**src/rtl/hms_count_if.sv**
```systemverilog
// Bus bundle for hms_count: tick/enable/load controls with BCD load values in,
// and current HH:MM:SS digits plus status pulses out.
interface hms_count_if;
    logic       tick;
    logic       en;
    logic       load;
    logic [3:0] ld_hour10;
    logic [3:0] ld_hour01;
    logic [3:0] ld_min10;
    logic [3:0] ld_min01;
    logic [3:0] ld_sec10;
    logic [3:0] ld_sec01;
    logic       ld_pm;
    logic [3:0] SEC01;
    logic [3:0] SEC10;
    logic [3:0] MIN01;
    logic [3:0] MIN10;
    logic [3:0] HOUR01;
    logic [3:0] HOUR10;
    logic       pm;
    logic       day_tick;
    logic       load_err;

    modport master (
        output tick, en, load,
        output ld_hour10, ld_hour01, ld_min10, ld_min01, ld_sec10, ld_sec01, ld_pm,
        input  SEC01, SEC10, MIN01, MIN10, HOUR01, HOUR10, pm, day_tick, load_err
    );

    modport slave (
        input  tick, en, load,
        input  ld_hour10, ld_hour01, ld_min10, ld_min01, ld_sec10, ld_sec01, ld_pm,
        output SEC01, SEC10, MIN01, MIN10, HOUR01, HOUR10, pm, day_tick, load_err
    );
endinterface

```
**src/rtl/hms_count.sv**
```systemverilog
// BCD HH:MM:SS time-of-day counter with validated parallel load and day-rollover pulse.
// Define HOUR12_EN for 12-hour operation with AM/PM flag (default build is 24-hour).
module hms_count #(
    parameter logic [3:0] RST_HOUR10 = 4'd0,
    parameter logic [3:0] RST_HOUR01 = 4'd0
) (
    input logic       clk,
    input logic       rst,
    hms_count_if.slave bus
);

`ifdef HOUR12_EN
    // 0/0 is not a legal 12-hour value, so it maps to 12 AM
    localparam logic [3:0] RH10 = (RST_HOUR10 == 4'd0 && RST_HOUR01 == 4'd0) ? 4'd1 : RST_HOUR10;
    localparam logic [3:0] RH01 = (RST_HOUR10 == 4'd0 && RST_HOUR01 == 4'd0) ? 4'd2 : RST_HOUR01;
`else
    localparam logic [3:0] RH10 = RST_HOUR10;
    localparam logic [3:0] RH01 = RST_HOUR01;
`endif

    logic [3:0] sec01_q, sec01_d;
    logic [3:0] sec10_q, sec10_d;
    logic [3:0] min01_q, min01_d;
    logic [3:0] min10_q, min10_d;
    logic [3:0] hour01_q, hour01_d;
    logic [3:0] hour10_q, hour10_d;
    logic       day_tick_q, day_tick_d;
    logic       load_err_q, load_err_d;
`ifdef HOUR12_EN
    logic       pm_q, pm_d;
`else
    logic       unused_ld_pm;
    assign unused_ld_pm = bus.ld_pm;
`endif

    logic ms_ok;
    logic hour_ok;
    logic load_ok;

    always_comb begin
        ms_ok = (bus.ld_min10 <= 4'd5) && (bus.ld_min01 <= 4'd9) &&
                (bus.ld_sec10 <= 4'd5) && (bus.ld_sec01 <= 4'd9);
`ifdef HOUR12_EN
        hour_ok = ((bus.ld_hour10 == 4'd0) && (bus.ld_hour01 >= 4'd1) && (bus.ld_hour01 <= 4'd9)) ||
                  ((bus.ld_hour10 == 4'd1) && (bus.ld_hour01 <= 4'd2));
`else
        hour_ok = ((bus.ld_hour10 <= 4'd1) && (bus.ld_hour01 <= 4'd9)) ||
                  ((bus.ld_hour10 == 4'd2) && (bus.ld_hour01 <= 4'd3));
`endif
        load_ok = ms_ok && hour_ok;
    end

    always_comb begin
        sec01_d    = sec01_q;
        sec10_d    = sec10_q;
        min01_d    = min01_q;
        min10_d    = min10_q;
        hour01_d   = hour01_q;
        hour10_d   = hour10_q;
        day_tick_d = 1'b0;
        load_err_d = 1'b0;
`ifdef HOUR12_EN
        pm_d       = pm_q;
`endif
        if (bus.load) begin
            if (load_ok) begin
                sec01_d  = bus.ld_sec01;
                sec10_d  = bus.ld_sec10;
                min01_d  = bus.ld_min01;
                min10_d  = bus.ld_min10;
                hour01_d = bus.ld_hour01;
                hour10_d = bus.ld_hour10;
`ifdef HOUR12_EN
                pm_d     = bus.ld_pm;
`endif
            end else begin
                load_err_d = 1'b1;
            end
        end else if (bus.tick && bus.en) begin
            // Ripple all carries within one cycle so no illegal digit is ever visible
            if (sec01_q != 4'd9) begin
                sec01_d = sec01_q + 4'd1;
            end else begin
                sec01_d = '0;
                if (sec10_q != 4'd5) begin
                    sec10_d = sec10_q + 4'd1;
                end else begin
                    sec10_d = '0;
                    if (min01_q != 4'd9) begin
                        min01_d = min01_q + 4'd1;
                    end else begin
                        min01_d = '0;
                        if (min10_q != 4'd5) begin
                            min10_d = min10_q + 4'd1;
                        end else begin
                            min10_d = '0;
`ifdef HOUR12_EN
                            if (hour10_q == 4'd1 && hour01_q == 4'd2) begin
                                hour10_d = 4'd0;
                                hour01_d = 4'd1;
                            end else if (hour10_q == 4'd1 && hour01_q == 4'd1) begin
                                hour10_d   = 4'd1;
                                hour01_d   = 4'd2;
                                pm_d       = ~pm_q;
                                day_tick_d = pm_q;
                            end else if (hour01_q == 4'd9) begin
                                hour10_d = hour10_q + 4'd1;
                                hour01_d = '0;
                            end else begin
                                hour01_d = hour01_q + 4'd1;
                            end
`else
                            if (hour10_q == 4'd2 && hour01_q == 4'd3) begin
                                hour10_d   = '0;
                                hour01_d   = '0;
                                day_tick_d = 1'b1;
                            end else if (hour01_q == 4'd9) begin
                                hour10_d = hour10_q + 4'd1;
                                hour01_d = '0;
                            end else begin
                                hour01_d = hour01_q + 4'd1;
                            end
`endif
                        end
                    end
                end
            end
        end
    end

    always_ff @(posedge clk) begin
        if (rst) begin
            sec01_q    <= '0;
            sec10_q    <= '0;
            min01_q    <= '0;
            min10_q    <= '0;
            hour01_q   <= RH01;
            hour10_q   <= RH10;
            day_tick_q <= 1'b0;
            load_err_q <= 1'b0;
`ifdef HOUR12_EN
            pm_q       <= 1'b0;
`endif
        end else begin
            sec01_q    <= sec01_d;
            sec10_q    <= sec10_d;
            min01_q    <= min01_d;
            min10_q    <= min10_d;
            hour01_q   <= hour01_d;
            hour10_q   <= hour10_d;
            day_tick_q <= day_tick_d;
            load_err_q <= load_err_d;
`ifdef HOUR12_EN
            pm_q       <= pm_d;
`endif
        end
    end

    assign bus.SEC01    = sec01_q;
    assign bus.SEC10    = sec10_q;
    assign bus.MIN01    = min01_q;
    assign bus.MIN10    = min10_q;
    assign bus.HOUR01   = hour01_q;
    assign bus.HOUR10   = hour10_q;
    assign bus.day_tick = day_tick_q;
    assign bus.load_err = load_err_q;
`ifdef HOUR12_EN
    assign bus.pm       = pm_q;
`else
    assign bus.pm       = 1'b0;
`endif

endmodule
```
**src/flat_wrapper.sv**
```systemverilog
// flat-port wrapper written by rule: the top's interface ports become plain ports
module hms_count_flat 
#(
    parameter logic [3:0] RST_HOUR10 = 4'd0,
    parameter logic [3:0] RST_HOUR01 = 4'd0
)
  (clk, rst, bus_tick, bus_en, bus_load, bus_ld_hour10, bus_ld_hour01, bus_ld_min10, bus_ld_min01, bus_ld_sec10, bus_ld_sec01, bus_ld_pm, bus_SEC01, bus_SEC10, bus_MIN01, bus_MIN10, bus_HOUR01, bus_HOUR10, bus_pm, bus_day_tick, bus_load_err);
  hms_count_if bus_i ();
  input logic clk;
  input logic rst;
  input wire logic [$bits(bus_i.tick)-1:0] bus_tick;
  input wire logic [$bits(bus_i.en)-1:0] bus_en;
  input wire logic [$bits(bus_i.load)-1:0] bus_load;
  input wire logic [$bits(bus_i.ld_hour10)-1:0] bus_ld_hour10;
  input wire logic [$bits(bus_i.ld_hour01)-1:0] bus_ld_hour01;
  input wire logic [$bits(bus_i.ld_min10)-1:0] bus_ld_min10;
  input wire logic [$bits(bus_i.ld_min01)-1:0] bus_ld_min01;
  input wire logic [$bits(bus_i.ld_sec10)-1:0] bus_ld_sec10;
  input wire logic [$bits(bus_i.ld_sec01)-1:0] bus_ld_sec01;
  input wire logic [$bits(bus_i.ld_pm)-1:0] bus_ld_pm;
  output wire logic [$bits(bus_i.SEC01)-1:0] bus_SEC01;
  output wire logic [$bits(bus_i.SEC10)-1:0] bus_SEC10;
  output wire logic [$bits(bus_i.MIN01)-1:0] bus_MIN01;
  output wire logic [$bits(bus_i.MIN10)-1:0] bus_MIN10;
  output wire logic [$bits(bus_i.HOUR01)-1:0] bus_HOUR01;
  output wire logic [$bits(bus_i.HOUR10)-1:0] bus_HOUR10;
  output wire logic [$bits(bus_i.pm)-1:0] bus_pm;
  output wire logic [$bits(bus_i.day_tick)-1:0] bus_day_tick;
  output wire logic [$bits(bus_i.load_err)-1:0] bus_load_err;
  assign bus_i.tick = bus_tick;
  assign bus_i.en = bus_en;
  assign bus_i.load = bus_load;
  assign bus_i.ld_hour10 = bus_ld_hour10;
  assign bus_i.ld_hour01 = bus_ld_hour01;
  assign bus_i.ld_min10 = bus_ld_min10;
  assign bus_i.ld_min01 = bus_ld_min01;
  assign bus_i.ld_sec10 = bus_ld_sec10;
  assign bus_i.ld_sec01 = bus_ld_sec01;
  assign bus_i.ld_pm = bus_ld_pm;
  assign bus_SEC01 = bus_i.SEC01;
  assign bus_SEC10 = bus_i.SEC10;
  assign bus_MIN01 = bus_i.MIN01;
  assign bus_MIN10 = bus_i.MIN10;
  assign bus_HOUR01 = bus_i.HOUR01;
  assign bus_HOUR10 = bus_i.HOUR10;
  assign bus_pm = bus_i.pm;
  assign bus_day_tick = bus_i.day_tick;
  assign bus_load_err = bus_i.load_err;
  hms_count #(.RST_HOUR10(RST_HOUR10), .RST_HOUR01(RST_HOUR01)) u_core (.clk(clk), .rst(rst), .bus(bus_i));
endmodule
```
**config.mk**
```make
export PLATFORM = sky130hd
export DESIGN_NAME = hms_count_flat
export DESIGN_NICKNAME = d
export VERILOG_FILES = /design/src/rtl/hms_count_if.sv /design/src/rtl/hms_count.sv /design/src/flat_wrapper.sv
export SDC_FILE = /design/constraint.sdc
export NUM_CORES = 1
export LEC_CHECK = 0
export CAP_MARGIN = 0
export CORE_MARGIN = 4
export CORE_UTILIZATION = 40
export CTS_CLUSTER_DIAMETER = 60
export DETAILED_ROUTE_END_ITERATION = 8
export GPL_TIMING_DRIVEN = 0
export PLACE_DENSITY_LB_ADDON = 0.08
export SLEW_MARGIN = 20
export SYNTH_ARGS = -nofsm -noshare
export SYNTH_HDL_FRONTEND = slang
export SYNTH_SLANG_ARGS = --single-unit
```
**constraint.sdc**
```tcl
create_clock -name clk -period 2.4 [get_ports clk]
set_input_delay 0.48 -clock clk [delete_from_list [all_inputs] [get_ports clk]]
set_output_delay 0.48 -clock clk [all_outputs]
set_load 0.05 [all_outputs]
```
# Word-level counts from Yosys, hierarchy flattened
# Index checks and enable logic that the tools add are counted.
[totals]
ff_bits = 26
input_bits = 30
out_inout_bits = 27
word_cells = 97
[op_classes]
addsub = 6
n_lt_le_gt_ge = 7
eq_ne = 13
mux = 42
n_bitwise = 2
n_reduce_logical = 19
[ops]
columns = ["op", "n"]
rows = [
  ["2-to-1 mux 4 bit", 40],
  ["adder 4 x 1 -> 4 bit (second input constant)", 6],
  ["equality test 4 x 2 -> 1 bit (second input constant)", 3],
  ["<= comparator 4 bit (second input constant)", 3],
  ["<= comparator 4 x 3 -> 1 bit (second input constant)", 2],
  ["logical AND 1 bit", 8],
  ["inequality test 2 bit (second input constant)", 4],
  ["inequality test 4 x 3 -> 1 bit (second input constant)", 2],
  ["inequality test 4 bit (second input constant)", 2],
  ["AND reduction 7 bit", 1],
  ["OR reduction 7 bit", 1],
  ["AND reduction 6 bit", 1],
  ["AND reduction 5 bit", 1],
  ["equality test 4 bit (second input constant)", 1],
  ["<= comparator 4 x 1 -> 1 bit (second input constant)", 1],
  ["<= comparator 4 x 2 -> 1 bit (second input constant)", 1],
  ["AND reduction 4 bit", 1],
  ["AND reduction 3 bit", 1],
  ["nonzero test 3 bit", 1],
  ["2-to-1 mux 1 bit", 2],
  ["inequality test 2 x 1 -> 1 bit (second input constant)", 1],
  ["inverter 1 bit", 2],
  ["AND reduction 2 bit", 1],
  ["nonzero test 2 bit", 1],
  ["2 further kinds", 2],
]

# Longest topological paths before layout
# Gate-level depths: netlist of run 1.
[logic_depth]
word_depth = 9
ltp_mapped = 7
mapped_depth_nobuf = 7

# Worst setup path before layout of run 1
# OpenSTA, ideal clock, no wires.
[synth_path]
kind = "reg-to-reg"
from = "register u_core.hour10_q[1], in the netlist u_core.bus.HOUR10[1]"
to = "register u_core.hour10_q[2], in the netlist u_core.bus.HOUR10[2]"
setup_ns = 0.134
arrival_ns = 2.101
t_required_ns = 2.266
slack_ns = 0.165
path_stages_with_launch = 7
n_path_buf = 0
period_less_slack_ns = 2.235
path_cell_list = "dfxtp_1 -> ha_1 -> or4b_1 -> nor3_2 -> nor3_1 -> o311ai_0 -> o31ai_1"
[synth_between]
elab_chain_cells = 9
word_cells_on_any_way = 13
classes_between = "1 x add/sub; 1 x eq/ne; 8 x mux; 3 x reduce/logical"
[synth_rtl]
columns = ["element", "line", "rtl"]
rows = [
  ["from (decl)", "hms_count.sv:26", "logic [3:0] hour10_q, hour10_d;"],
  ["from (signal assigned)", "hms_count.sv:150", "hour10_q <= hour10_d;"],
  ["adder 4 x 1 -> 4 bit or equality test 4 x 2 -> 1 bit (tied branches)", "hms_count.sv:118, hms_count.sv:113", ""],
  ["2-to-1 mux 4 bit or logical AND 1 bit (tied branches)", "hms_count.sv:117, hms_count.sv:113", ""],
  ["2-to-1 mux 4 bit", "hms_count.sv:113", "if (hour10_q == 4'd2 && hour01_q == 4'd3) begin"],
  ["2-to-1 mux 4 bit", "hms_count.sv:93", "if (min10_q != 4'd5) begin"],
  ["2-to-1 mux 4 bit", "hms_count.sv:89", "if (min01_q != 4'd9) begin"],
  ["2-to-1 mux 4 bit", "hms_count.sv:85", "if (sec10_q != 4'd5) begin"],
  ["2-to-1 mux 4 bit", "hms_count.sv:81", "if (sec01_q != 4'd9) begin"],
  ["2-to-1 mux 4 bit", "hms_count.sv:79", "end else if (bus.tick && bus.en) begin"],
  ["2-to-1 mux 4 bit", "hms_count.sv:65", "if (bus.load) begin"],
]
# Parallel ways exist; a longest one is shown, timed or not. The select of a mux whose other input is x is not followed.
# A chain may end at the register's enable or synchronous reset.

# Worst setup path after layout of run 1
[layout_path]
from = "input bus_ld_hour10[1]"
to = "register u_core.min10_q[1], in the netlist u_core.bus.MIN10[1]"
[layout_between]
elab_chain_cells = 6
word_cells_on_any_way = 8
classes_between = "1 x order compare; 2 x eq/ne; 5 x reduce/logical"
[layout_rtl]
columns = ["element", "line", "rtl"]
rows = [
  ["from (decl)", "flat_wrapper.sv:14", "input wire logic [$bits(bus_i.ld_hour10)-1:0] bus_ld_hour10;"],
  ["<= comparator 4 x 1 -> 1 bit or equality test 4 x 2 -> 1 bit (tied branches)", "hms_count.sv:47, hms_count.sv:48", ""],
  ["logical AND 1 bit (on tied branches)", "hms_count.sv:47, hms_count.sv:48", ""],
  ["logical OR 1 bit (*)", "hms_count.sv:47", "hour_ok = ((bus.ld_hour10 <= 4'd1) && (bus.ld_hour01 <= 4'd9)) ||"],
  ["logical AND 1 bit (*)", "hms_count.sv:50", "load_ok = ms_ok && hour_ok;"],
  ["inequality test 2 x 1 -> 1 bit (no line) (*)", "-", ""],
  ["AND reduction 5 bit (no line) (*)", "-", ""],
  ["to (signal assigned)", "hms_count.sv:148", "min10_q <= min10_d;"],
  ["to (decl)", "hms_count.sv:24", "logic [3:0] min10_q, min10_d;"],
]
# Mark *: on every way between the ends. The rest lies on a longest branch, timed or not.

==> reports/qor.yml, run 1 <==
sta:
  slew_viol_final: 0
  worst_slew_margin_rel_pct: 63.2
  finalSetupViolCount: 0
  finalCriticalPeriod_ps: 2320
  worstMarginPinSlew_ps: 553
  fin_crit_sh_pct: 96.7
  hold_violations: 0
  fmax_mhz: 431
  skew_ps: 11.6
logic_synthesis:
  yosysWarnings: 0
  netlist-cell-type-count: 59
  synth.cell_area_mm2: 0.00177
  avgSynthCellArea_um2: 7.73
  synth_fp_nets: 263
  ys_ff_latch: 26
  synthFlopType: "dfxtp_1"
  async_reset_ff_share_pct: 0
  synth-edff-count: 0
  synth_seq_area_share_pct: 29.4
  synthCells: 229
floorplanning:
  dieHeight_um: 74.5
  start_util_pct: 42.7
  rows: 23
  die_w_um: 74.5
  core_mm2: 0.00414
  io-pin-count: 57
  die_area_mm2: 0.00555
layout:
  multi_input_area_mm2: 0.00116
  regArea_um2: 520
  drive_gt1_share_pct: 9.66
  fillers: 418
  antenna_cells: 0
  stdcell_area_mm2: 0.00246
  stdcell_count: 340
  area_delta_synth_final_pct: 38.8
  finalNetCount: 325
pwr:
  power_density_mw_per_mm2: 380
  power_leakage_nw: 0.822
  power.total_mw: 0.934
  ir_worst_vdd_mv: 0.260
critical_path:
  worstSetupPathType: "input pin to flop"
  cp.required_ps: 2570
  endpoint_kind: "flop"
  r2r_setup_slack_ps: 290
  regToRegEndpoint: "u_core.bus.HOUR10[0]"
  cp-start-kind: "input pin"
  reg2regPathDepth: 6
  r2r-start: "u_core.bus.HOUR10[1]"
  startpoint: "bus_ld_hour10[1]"
  cp_max_fo: 8
  crit_path_end: "u_core.bus.MIN10[1]"
  cp_data_arrival_time_ps: 2490
job:
  maxCapViolations: 0
route:
  ant_nets: 0
  drt_iter0_markers: 151
  via_per_inst: 5.87
  drcViolationCount: 0
  via_count: 1996
  firstDrtPassIters: 7
  routedWlPerCell_um: 16.5
  finalWirelength_mm: 5.61
placed_design:
  dp_cells: 332
  hpwl_mm: 4.15
  gp_congestion: 0.786
  dpl_cell_area_mm2: 0.00236
  portBuffers: 53
global_routing:
  grt_remaining_overflow: 0
  grt_pass1_wl_mm: 9.09
  antenna_found_initial: 0
  grt_max_degree: 15
  grt_util_all_layers_pct: 20.8
  grt_pass1_vias: 1878
worst_hold_path:
  whs_path_depth: 2
  min_path_type: "flop to flop"
cts:
  cts.sinks: 26
  clkTransAtPathRegs_ps: 90
  clk_latency_ps: 280
  clockRootBuffer: "clkbuf_8"
  htreeDepth: 1
  max-clock-path-buffers: 2
  cts_tree: "done"
  cts_hold_buf: 0
  cts_made_buffers: 3
outcome:
  outcome: "completed"
[synthesized netlist by cell type (all sizes together) (2+ instances only)]
cell	instances	share of area [%]
a2111oi	2	0.99
a211oi	3	1.3
a21boi	2	0.85
a21oi	22	6.4
a221oi	4	2.3
a31oi	3	1.1
a32o	3	1.7
and3b	2	0.99
and4bb	3	2.1
buf	6	2.2
clkbuf	7	1.6
dfxtp	26	29
ha	4	2.8
inv	8	1.7
mux2i	2	1.1
nand2	30	6.4
nand2b	6	2.1
nand3	16	4.5
nand3b	3	1.3
nand4	2	0.71
nor2	7	1.5
nor2b	3	1.1
nor3	6	2.0
o2111ai	3	1.5
o211ai	4	1.7
o21ai	26	8.4
o31ai	3	1.3
or3	2	0.71
[per-layer routing]
metal	global-route usage, %	part of all wire (%)	vias up
met5	0	0	-
met4	5.14	0.86	0
met3	2.84	6.1	4
met2	32.8	44	69
met1	30.0	49	938
li1	-	-	985
[sequential cells by signal, indices dropped and copies added, names as in the netlist]
register / count
u_core.bus.SEC01: 4
u_core.bus.HOUR01: 4
u_core.bus.MIN01: 4
u_core.bus.MIN10: 4
u_core.bus.HOUR10: 4
u_core.bus.SEC10: 4
u_core.bus.day_tick: 1
u_core.bus.load_err: 1
[per-stage QoR]
step / utilization [%] / TNS [ps] / hold WS (ps) / setup slack [ps]
after CTS: 58.3 / 0 / 527 / 10.1
final: 59.3 / 0 / 522 / 80.3
after global placement: 57.0 / -4390 / 502 / -318
after floorplan: - / 0 / 666 / 165
after global routing: 59.3 / -6.36 / 561 / -4.96
after detailed placement: 57.0 / -4120 / 511 / -278
[worst max-delay path: stages]
cell,delay (ps)
clkdlybuf4s50_1,500
a222oi_1,390
buf_4,190
nand3_1,170
o21ai_4,320
o21ai_2,120
a221oi_1,310
[worst min-delay path by stage]
stage	startpoint	to	slack [ps]
global route	u_core.bus.MIN10[3]	u_core.bus.MIN10[3]	560
detailed placement	u_core.bus.MIN10[3]	u_core.bus.MIN10[3]	510
finish	u_core.bus.MIN10[3]	u_core.bus.MIN10[3]	520
floorplan	bus_ld_min01[0]	u_core.bus.MIN01[0]	670
CTS	u_core.bus.MIN10[3]	u_core.bus.MIN10[3]	530
global placement	u_core.bus.MIN10[3]	u_core.bus.MIN10[3]	500
[cells by family (layout without fill, tap and decap cells)]
family | after synthesis | in the layout | synth area share, %
AND/OR/NAND/NOR | 88 | 88 | 27.4
other | 1 | 1 | 0.212
flip-flops | 26 | 26 | 29.4
multiplexers | 2 | 2 | 1.13
adder cells (fa/ha/maj) | 4 | 4 | 2.83
buffers and inverters | 22 | 83 | 5.73
XOR/XNOR | 2 | 2 | 0.990
AO/OA/AOI/OAI | 84 | 84 | 32.3
[cells in the final DEF, fill, tap and decap left out, types with 2 or more instances in the layout]
cell             Yosys  final
nand2_1             30     30
a31oi_1              3      3
a211oi_1             3      3
or3_1                2      2
nand4_1              2      2
nor2_1               7      7
a221oi_1             3      3
a32o_1               3      3
o2111ai_1            3      3
nand3b_1             3      3
a2111oi_1            0      2
o21ai_2              2      2
nand3_1             16     16
o31ai_1              3      3
clkdlybuf4s50_1      0     53
mux2i_1              2      2
nor2b_1              3      3
a21oi_1             21     21
o211ai_1             4      4
ha_1                 4      4
clkbuf_8             0      4
clkbuf_1             5      5
and4bb_2             2      2
nand2b_1             6      6
buf_4                2      6
inv_1                8      8
clkbuf_2             2      2
dfxtp_1             26     26
a21boi_0             2      2
and3b_1              2      2
nor3_1               5      5
buf_1                2      2
o21ai_0             23     22
[cell type report]
cell class / count / area share [%]
clock buffers: 4 / 2.24
flip-flops and latches: 26 / 21.2
plain buffers: 13 / 2.75
multi-input cells: 181 / 47.1
repair buffers: 57 / 22.8
well taps: 50 / 2.55
inverters: 9 / 1.38
[report_power, final]
group          switching (mW)  internal [mW]  leakage [nW]
logic                   0.107         0.0818         0.583
clock network           0.152          0.147        0.0288
registers             0.00880          0.438         0.210
total                   0.267          0.667         0.822
[what timing repair did]
action	in CTS	in global routing
resized for setup	0	4
buffers inserted	0	4
setup endpoints to repair	0	19
No activity file was read; power rests on OpenSTA's default activity.
==> run 2: changes to the inputs <==
--- a/config.mk
+++ b/config.mk
@@ -6,8 +6,10 @@
 export NUM_CORES = 1
 export LEC_CHECK = 0
 export CAP_MARGIN = 0
+export CELL_PAD_IN_SITES_DETAIL_PLACEMENT = 0
+export CELL_PAD_IN_SITES_GLOBAL_PLACEMENT = 1
 export CORE_MARGIN = 4
-export CORE_UTILIZATION = 40
+export CORE_UTILIZATION = 35
 export CTS_CLUSTER_DIAMETER = 60
 export DETAILED_ROUTE_END_ITERATION = 8
 export GPL_TIMING_DRIVEN = 0
==> constraint.sdc (replaced) <==
create_clock -name clk -period 2.7 [get_ports clk]
set_input_delay 0.54 -clock clk [delete_from_list [all_inputs] [get_ports clk]]
set_output_delay 0.54 -clock clk [all_outputs]
set_load 0.05 [all_outputs]
==> run 2 against run 1 <==
  * Count of clock-buffer cells in the layout did not move
  * Largest power group unchanged
  * Total power fell by 12%
  * First-iteration DRC count fell by 29%
  * Largest cell class unchanged
  * Clock skew fell by 3.7 ps
==> reports/qor.yml, run 2 (same netlist as run 1, synthesis figures left out) <==
route:
  routedWlPerCell_um: 16.2  # -1.9%
  finalWirelength_mm: 5.71  # +1.8%
  via_per_inst: 5.51  # -6.1%
  ant_nets: 0  # unchanged
  drt_iter0_markers: 107  # -29%
  drcViolationCount: 0  # unchanged
  firstDrtPassIters: 4  # -3
  via_count: 1945  # -2.6%
floorplanning:
  dieHeight_um: 79.1  # +6.2%
  io-pin-count: 57  # unchanged
  core_mm2: 0.00482  # +16%
  start_util_pct: 36.7  # -6.0 points
  die_area_mm2: 0.00626  # +13%
  rows: 25  # +8.7%
  die_w_um: 79.1  # +6.2%
critical_path:
  endpoint_kind: "flop"
  cp_max_fo: 10  # +2
  worstSetupPathType: "input pin to flop"
  cp.required_ps: 2880  # +310 ps
  worst_path_max_delay_cell: "a222oi_1"
  critPathBufInv: 1  # -1
  cpPeakStageDelay_ps: 550  # +50 ps
  cp_data_arrival_time_ps: 2680  # +190 ps
  crit_chain: "clkdlybuf4s50_1, a222oi_1, nand3_1, o21ai_4, o21ai_2, a221oi_1"
  cp-start-kind: "input pin"
  crit_family: "compound AO/OA/AOI/OAI gates"
sta:
  fmax_mhz: 400
  setup-tns-final_ps: 0  # unchanged
  worstMarginPinSlew_ps: 596  # +43.8 ps
  finalSetupViolCount: 0  # unchanged
  hold_violations: 0  # unchanged
  grt_setup_unrepaired: "false"
  fin_crit_sh_pct: 92.7
  skew_ps: 7.97  # -3.67 ps
  finalCriticalPeriod_ps: 2500
  slew_viol_final: 0  # unchanged
  worst_slew_margin_rel_pct: 60.2  # -2.9 points
cts:
  max-clock-path-buffers: 2  # unchanged
  post-cts-setup-buffers: 0  # unchanged
  cts.sinks: 26  # unchanged
  clockRootBuffer: "clkbuf_8"
  cts_hold_buf: 0  # unchanged
  clkTransAtPathRegs_ps: 90  # about the same
  cts_tree: "done"
  htreeDepth: 1  # unchanged
  ctsResizeCount: 0  # unchanged
  clk_latency_ps: 280  # about the same
  cts_made_buffers: 3  # unchanged
pwr:
  p_int_mw: 0.590  # -11%
  ir_worst_vdd_mv: 0.291  # +12%
  power_frac_comb_pct: 20.0  # -0.2 points
  power_frac_seq_pct: 48.1  # +0.3 points
  clkPwrFrac_pct: 31.9  # about the same
  power_switching_mw: 0.235  # -12%
  power_leakage_nw: 0.800  # -2.6%
  power_density_mw_per_mm2: 339  # -11%
  swShare_pct: 28.5  # -0.12 points
  power.total_mw: 0.826  # -12%
global_routing:
  grt_max_degree: 15  # unchanged
  grt_pass1_vias: 1817  # -3.2%
  grt_util_all_layers_pct: 18.3  # -2.5 points
  antenna_found_initial: 0  # unchanged
  grt_remaining_overflow: 0  # unchanged
  grt_pass1_wl_mm: 9.16  # +0.76%
placed_design:
  gp_congestion: 0.803  # +2.2%
  portBuffers: 53  # unchanged
  dp_cells: 349  # +5.1%
  hpwl_mm: 4.26  # +2.8%
layout:
  area_delta_synth_final_pct: 37.8
  antenna_cells: 0  # unchanged
  final_cell_mix: "53 x clkdlybuf4s50_1, 30 x nand2_1, 26 x dfxtp_1"
  stdcell_count: 353  # +3.8%
  drive_gt1_share_pct: 8.04  # -1.6 points
  final_util_pct: 50.6  # -8.6 points
  finalNetCount: 321  # -1.2%
  final_common_cell: "clkdlybuf4s50_1"
outcome:
  outcome: "completed"
worst_hold_path:
  min_path_type: "flop to flop"
job:
  maxCapViolations: 0  # unchanged
[run 2: cell count changes in the layout (fill, tap and decap cells not counted), sizes merged]
cell  before  now
buf       10    6
[run 2: routing by layer]
layer / GRT usage, % / routed length (um) / up-vias
met1: 26.3 / 2750 / 899
met5: 0 / 0 / -
met2: 27.3 / 2530 / 62
met4: 4.81 / 60 / 0
met3: 4.54 / 367 / 6
li1: - / - / 978
[run 2: through the flow]
| step | setup WS, ps | hold slack [ps] | area [um^2] |
|---|---|---|---|
| after floorplan | 465 | 711 | 1770 |
| after global placement | -121 | 498 | 2380 |
| after CTS | 188 | 520 | 2440 |
| final | 197 | 521 | 2440 |
| after detailed placement | -110 | 508 | 2380 |
| after global routing | 41.2 | 552 | 2440 |
[run 2: final timing paths]
path	slack (ps)	end	cells after the start	from
max reg2reg	590	u_core.bus.HOUR10[2]	6	u_core.bus.HOUR10[1]
min reg2reg	520	u_core.bus.MIN10[3]	2	u_core.bus.MIN10[3]
min	520	u_core.bus.MIN10[3]	2	u_core.bus.MIN10[3]
max	200	u_core.bus.MIN10[2]	6	bus_ld_hour10[1]
[run 2: worst min-delay path, delay by kind of cell, from the launching register on]
kind            cells  cell delay, ps
compound gates      1              60
flops               1             350
buf+inv             1              60
[run 2: power groups by stage]
| stage | Combinational [mW] | Clock, mW | Sequential, mW |
|---|---|---|---|
| floorplan | 0.0639 | 0 | 0.425 |
| detailed placement | 0.164 | 0 | 0.406 |
| CTS | 0.165 | 0.270 | 0.397 |
| finish | 0.165 | 0.264 | 0.397 |
| global placement | 0.164 | 0 | 0.406 |
| global route | 0.177 | 0.286 | 0.399 |
[run 2: final cells by class]
class / count / area [um^2]
Buffer: 13 / 67.6
Timing Repair Buffer: 53 / 531
Tap cell: 67 / 83.8
Clock buffer: 4 / 55.1
Fill cell: 508 / 2380
Multi-Input combinational cell: 181 / 1150
Inverter: 9 / 33.8
Sequential cell: 26 / 520
